`src/rtl/idli_sqi_ctrl_m.sv`:
```
// SQI serial SRAM controller: round-robin arbitration of fetch (p0) and load/store (p1),
// sequencing command, address, dummy and data nibbles for one 16-bit word per transaction.
module idli_sqi_ctrl_m #(
  parameter logic [7:0]  CMD_RD        = 8'h03,
  parameter logic [7:0]  CMD_WR        = 8'h02,
  parameter int unsigned DUMMY_NIBBLES = 2
) (
  input  logic        i_sqc_gck,
  input  logic        i_sqc_rst,
  input  logic        i_sqc_p0_vld,
  output logic        o_sqc_p0_rdy,
  input  logic        i_sqc_p0_wr,
  input  logic [15:0] i_sqc_p0_addr,
  input  logic [15:0] i_sqc_p0_data,
  input  logic        i_sqc_p1_vld,
  output logic        o_sqc_p1_rdy,
  input  logic        i_sqc_p1_wr,
  input  logic [15:0] i_sqc_p1_addr,
  input  logic [15:0] i_sqc_p1_data,
  output logic [1:0]  o_sqc_rsp_vld,
  output logic [15:0] o_sqc_rsp_data,
  output logic        o_sqc_sck,
  output logic        o_sqc_cs,
  output logic [3:0]  o_sqc_sio,
  output logic        o_sqc_sio_en,
  input  logic [3:0]  i_sqc_sio
);

  typedef enum logic [2:0] {S_IDLE, S_CMD, S_ADDR, S_WDATA, S_DUMMY, S_RDATA, S_GAP} state_t;

  localparam logic [2:0] DUMMY_LAST = (DUMMY_NIBBLES == 0) ? 3'd0 : 3'(DUMMY_NIBBLES - 1);

  state_t      state_q, state_d;
  logic        phase_q, phase_d;
  logic [2:0]  cnt_q, cnt_d;
  logic [2:0]  seg_last;
  logic        wr_q, port_q, last_q;
  logic [15:0] addr_q, data_q;
  logic [11:0] shift_q;
  logic [1:0]  rsp_vld_q;
  logic [15:0] rsp_data_q;
  logic        idle, gnt1, rdy0, rdy1, accept, active, seg_end, done;
  logic [7:0]  cmd;

  function automatic logic [3:0] nib(input logic [15:0] w, input logic [1:0] idx);
    case (idx)
      2'd0:    nib = w[15:12];
      2'd1:    nib = w[11:8];
      2'd2:    nib = w[7:4];
      default: nib = w[3:0];
    endcase
  endfunction

  // last_q set means p1 was granted most recently, so p0 wins a tie
  assign idle   = (state_q == S_IDLE) & ~i_sqc_rst;
  assign gnt1   = i_sqc_p1_vld & (~i_sqc_p0_vld | ~last_q);
  assign rdy0   = idle & i_sqc_p0_vld & ~gnt1;
  assign rdy1   = idle & gnt1;
  assign accept = rdy0 | rdy1;

  assign active  = state_q inside {S_CMD, S_ADDR, S_WDATA, S_DUMMY, S_RDATA};
  assign seg_end = phase_q & (cnt_q == seg_last);
  assign done    = seg_end & ((state_q == S_WDATA) | (state_q == S_RDATA));
  assign cmd     = wr_q ? CMD_WR : CMD_RD;

  assign o_sqc_p0_rdy   = rdy0;
  assign o_sqc_p1_rdy   = rdy1;
  assign o_sqc_cs       = ~active;
  assign o_sqc_sck      = active & phase_q;
  assign o_sqc_rsp_vld  = rsp_vld_q;
  assign o_sqc_rsp_data = rsp_data_q;

  always_comb begin
    seg_last = 3'd3;
    case (state_q)
      S_CMD:   seg_last = 3'd1;
      S_DUMMY: seg_last = DUMMY_LAST;
      default: ;
    endcase
  end

  always_comb begin
    state_d = state_q;
    phase_d = phase_q;
    cnt_d   = cnt_q;
    case (state_q)
      S_IDLE: if (accept) begin
        state_d = S_CMD;
        phase_d = 1'b0;
        cnt_d   = '0;
      end
      S_GAP: state_d = S_IDLE;
      default: begin
        phase_d = ~phase_q;
        if (phase_q) begin
          cnt_d = cnt_q + 3'd1;
          if (seg_end) begin
            cnt_d = '0;
            case (state_q)
              S_CMD:   state_d = S_ADDR;
              S_ADDR:  state_d = wr_q ? S_WDATA : ((DUMMY_NIBBLES == 0) ? S_RDATA : S_DUMMY);
              S_DUMMY: state_d = S_RDATA;
              default: state_d = S_GAP;
            endcase
          end
        end
      end
    endcase
  end

  always_comb begin
    o_sqc_sio    = '0;
    o_sqc_sio_en = 1'b0;
    case (state_q)
      S_CMD: begin
        o_sqc_sio_en = 1'b1;
        o_sqc_sio    = cnt_q[0] ? cmd[3:0] : cmd[7:4];
      end
      S_ADDR: begin
        o_sqc_sio_en = 1'b1;
        o_sqc_sio    = nib(addr_q, cnt_q[1:0]);
      end
      S_WDATA: begin
        o_sqc_sio_en = 1'b1;
        o_sqc_sio    = nib(data_q, cnt_q[1:0]);
      end
      default: ;
    endcase
  end

  always_ff @(posedge i_sqc_gck or posedge i_sqc_rst) begin
    if (i_sqc_rst) begin
      state_q <= S_IDLE;
      phase_q <= 1'b0;
      cnt_q   <= '0;
    end else begin
      state_q <= state_d;
      phase_q <= phase_d;
      cnt_q   <= cnt_d;
    end
  end

  always_ff @(posedge i_sqc_gck or posedge i_sqc_rst) begin
    if (i_sqc_rst) begin
      wr_q       <= 1'b0;
      port_q     <= 1'b0;
      last_q     <= 1'b1;
      addr_q     <= '0;
      data_q     <= '0;
      shift_q    <= '0;
      rsp_vld_q  <= '0;
      rsp_data_q <= '0;
    end else begin
      if (accept) begin
        wr_q   <= gnt1 ? i_sqc_p1_wr   : i_sqc_p0_wr;
        addr_q <= gnt1 ? i_sqc_p1_addr : i_sqc_p0_addr;
        data_q <= gnt1 ? i_sqc_p1_data : i_sqc_p0_data;
        port_q <= gnt1;
        last_q <= gnt1;
      end
      if ((state_q == S_RDATA) && phase_q)
        shift_q <= {shift_q[7:0], i_sqc_sio};
      rsp_vld_q <= done ? {port_q, ~port_q} : 2'b00;
      // final nibble joins the word directly from the pins on the completing edge
      if (done && (state_q == S_RDATA))
        rsp_data_q <= {shift_q, i_sqc_sio};
    end
  end

endmodule
```
`config.mk`:
```
export PLATFORM = sky130hd
export DESIGN_NAME = idli_sqi_ctrl_m
export DESIGN_NICKNAME = d
export VERILOG_FILES = /design/src/rtl/idli_sqi_ctrl_m.sv
export SDC_FILE = /design/constraint.sdc
export NUM_CORES = 1
export LEC_CHECK = 0
export ABC_AREA = 1
export ABC_CLOCK_PERIOD_IN_PS = 4470
export CAP_MARGIN = 20
export CORE_ASPECT_RATIO = 1.5
export CORE_MARGIN = 10
export CORE_UTILIZATION = 48
export CTS_CLUSTER_DIAMETER = 50
export DETAILED_ROUTE_END_ITERATION = 7
export PLACE_DENSITY = 0.87
export SLEW_MARGIN = 10
export SYNTH_ARGS = -nofsm -noshare
export SYNTH_HDL_FRONTEND = slang
export SYNTH_SLANG_ARGS = --single-unit
```
`constraint.sdc`:
```
create_clock -name i_sqc_gck -period 4.47 [get_ports i_sqc_gck]
set_input_delay 0.894 -clock i_sqc_gck [delete_from_list [all_inputs] [get_ports i_sqc_gck]]
set_output_delay 0.894 -clock i_sqc_gck [all_outputs]
set_load 0.005 [all_outputs]
```
==> impl_metrics.env <==
export IMPL_synth_largest_area_cell="dfrtp_1"
export IMPL_clock_tree_htree_level_count=3
export IMPL_detailroute_via_count=3287
export IMPL_maximum_operating_frequency_mhz=297
export IMPL_cts_made_buffers=9
export IMPL_timing_critical_path_from_type="input port"
export IMPL_first_pass_iters=4
export IMPL_timing_final_max_slew_violations=0
export IMPL_synth_area_per_cell_um2=8.34
export IMPL_chipWidth_um=90.6
export IMPL_ys_seq_elements=72
export IMPL_layout_setup_ws_ps=1100
export IMPL_final_common_cell="nand2_1"
export IMPL_io_pins=101
export IMPL_dp_hpwl_um=7310
export IMPL_synth_seq_area_share=0.503
export IMPL_vdd_ir_drop_max_v=0.000275
export IMPL_cts_sinks=72
export IMPL_slew_headroom=0.427
export IMPL_floorplan_core_area_mm2=0.00727
export IMPL_run_status="complete, no violations"
export IMPL_syn_inst=430
export IMPL_synth_area_leaders="dfrtp_1 50%, nand2_1 14%, a31oi_1 6.3%"
export IMPL_finalNetCount=603
export IMPL_timing_max_cap_violations=0
export IMPL_crit_chain="clkdlybuf4s50_1 > nand2_1 > nand2_1 > buf_4 > nor2_1 > clkdlybuf4s50_1"
export IMPL_synth_top_cell_area_share=0.495
export IMPL_stage_delay_of_the_slowest_cell_on_the_critical_path_ps=490
export IMPL_largest_net_degree_at_the_start_of_global_routing=73
export IMPL_root_buffer="clkbuf_8"
export IMPL_worstSetupPathType="input port to output port"
export IMPL_timing_critical_path_max_delay_family="buffers and inverters"
export IMPL_synthesis_nets=509
export IMPL_synthDistinctLibCells=31
export IMPL_post_cts_setup_buffers=0
export IMPL_drc=0
export IMPL_hold_path_class="register to register"
export IMPL_cp_end_kind="output port"
export IMPL_insertedDiodeCount=0
export IMPL_clk_path_buf_depth=2
export IMPL_global_route_usage_total=0.167
export IMPL_first_global_vias=3315
export IMPL_setup_tns_final_ps=0
export IMPL_antenna_violations_before_repair=0
export IMPL_drt_iter0_markers=121
export IMPL_power_density_cell_area_mw_per_mm2=610
export IMPL_grt_first_pass_wirelength_um=15500
export IMPL_avgViaCountPerCell=5.23
export IMPL_path_max_fanout=36
export IMPL_setup_viol=0
export IMPL_synthesis_yosys_warnings=0
export IMPL_required_time_of_the_critical_path_ps=3580
export IMPL_post_cts_resized_instances=0
export IMPL_layout_cells_most_common_list="132 x nand2_1, 100 x clkdlybuf4s50_1, 71 x dfrtp_1"
export IMPL_post_dp_cell_area_mm2=0.00462
export IMPL_final_hold_violation_count=0
export IMPL_grt_setup_unrepaired="no"
export IMPL_utilization=0.666
export IMPL_synthesis_area_mm2=0.00359
export IMPL_cts_hold_fix_buffers=0
export IMPL_drive_above_1_share=0.0985
export IMPL_gpl_final_weighted_congestion=0.815
export IMPL_total_leakage_power_nw=2.18
export IMPL_rows=38
export IMPL_cts_tree="done"
export IMPL_drt_wl_total_um=9360
export IMPL_cp_data_arrival_time_ps=2480
export IMPL_worstMarginPinSlew_ps=859
export IMPL_avgRoutedWirePerCell_um=14.9
export IMPL_critPathSlowestCell="clkdlybuf4s50_1"
export IMPL_p_r_area_growth_vs_syn_pct=35.0
export IMPL_detail_route_antenna_nets=0
export IMPL_start_util=0.493
export IMPL_placement_setup_worst_slack_ps=1100
export IMPL_clock_network_latency_to_the_later_pin_of_the_worst_skew_pair_ps=350
export IMPL_finalInstanceArea_mm2=0.00484
export IMPL_chipHeight_um=126
export IMPL_hold_ws_ps=434
export IMPL_grt_overflow_total=0
export IMPL_critPathBufInv=3
export IMPL_clk_pin_slew_worst_paths_ps=70
export IMPL_place_port_buffers=100
export IMPL_die_area_mm2=0.0114
export IMPL_worst_r2r_setup_slack_ps=2520
export IMPL_post_route_min_period_ps=3370
export IMPL_fin_crit_sh=0.754
export IMPL_timing_clock_skew_ps=7.05
synth_stat cells:
cell type  instances
dfrtp_1           71
a21oi_1           11
nand3_2            2
nand2_8            1
clkinv_1           1
inv_2              2
nand2_4            1
o22ai_1            1
o21ai_2           14
nor3_4             1
buf_4              4
nor3_1             2
a21oi_2            1
o211ai_1           5
nand3b_4           1
inv_6              1
clkbuf_1          10
xor2_1             1
nor2_2             2
buf_6              4
nand2_1          132
o21ai_1           11
buf_2              3
dfstp_2            1
a31oi_1           36
nand3_1           18
nor2_1            47
ha_1               5
o21ai_0           11
inv_1             24
nand2_2            6
flip-flops by register name, summed over array words and instances, names as in the netlist:
signal          flops
state_q             3
wr_q                1
port_q              1
phase_q             1
shift_q            12
o_sqc_rsp_vld       2
addr_q             16
data_q             16
last_q              1
cnt_q               3
o_sqc_rsp_data     16
power by group:
part	internal, W	switching, W	leakage (nW)	total (W)
Clock	0.000341	0.000235	0.112	0.000576
Sequential	0.000940	0.000211	0.863	0.00115
Combinational	0.000540	0.000686	1.20	0.00123
metrics by stage:
step / total power (W) / instances
2_1_floorplan: 0.00191 / 430
3_3_place_gp: 0.00232 / 613
3_5_place_dp: 0.00239 / 613
4_1_cts: 0.00297 / 628
5_1_grt: 0.00317 / 628
6_report: 0.00295 / 628
cell type report:
cell class              instances  area [um^2]
flip-flops and latches         72         1800
clock inverters                 3         65.1
well taps                     100          125
repair buffers                104         1030
fillers                       595         2430
clock buffers                  12          155
multi-input cells             309         1550
inverters                      28          110
final timing paths:
| path | start | endpoint | cells after the start |
|---|---|---|---|
| worst max-delay path | i_sqc_p0_vld | o_sqc_p1_rdy | 6 |
| worst min-delay path | port_q | o_sqc_rsp_vld[0] | 1 |
| worst max register to register | state_q[1] | data_q[4] | 6 |
| worst min register to register | port_q | o_sqc_rsp_vld[0] | 1 |
| max in group asynchronous | i_sqc_rst | addr_q[9] | 3 |
| min in group asynchronous | i_sqc_rst | data_q[10] | 3 |
cell families (layout without fill, tap and decap cells):
group / Yosys count / in the layout / synth area share
compound gates: 90 / 90 / 0.158
buf+inv: 49 / 147 / 0.0663
simple gates: 213 / 213 / 0.254
xor+xnor: 1 / 1 / 0.00244
flops: 72 / 72 / 0.503
fa+ha+maj: 5 / 5 / 0.0174
metal layers:
| metal | share of wire | vias to the layer above | routed length [um] | global-route usage |
|---|---|---|---|---|
| met2 | 0.53 | 116 | 4930 | 0.297 |
| met5 | 0 | - | 0 | 0 |
| met3 | 0.079 | 18 | 740 | 0.0493 |
| li1 | - | 1608 | - | - |
| met1 | 0.37 | 1545 | 3460 | 0.167 |
| met4 | 0.024 | 0 | 227 | 0.0987 |
worst reg2reg max path, stage by stage (launching register included):
cell and delay (ps):
dfrtp_1 490, nor2_2 220, nand3_2 160, a21oi_4 180, buf_4 520, nor2_1 120, a31oi_1 180
Note: power is estimated with default switching activity, not from simulation.
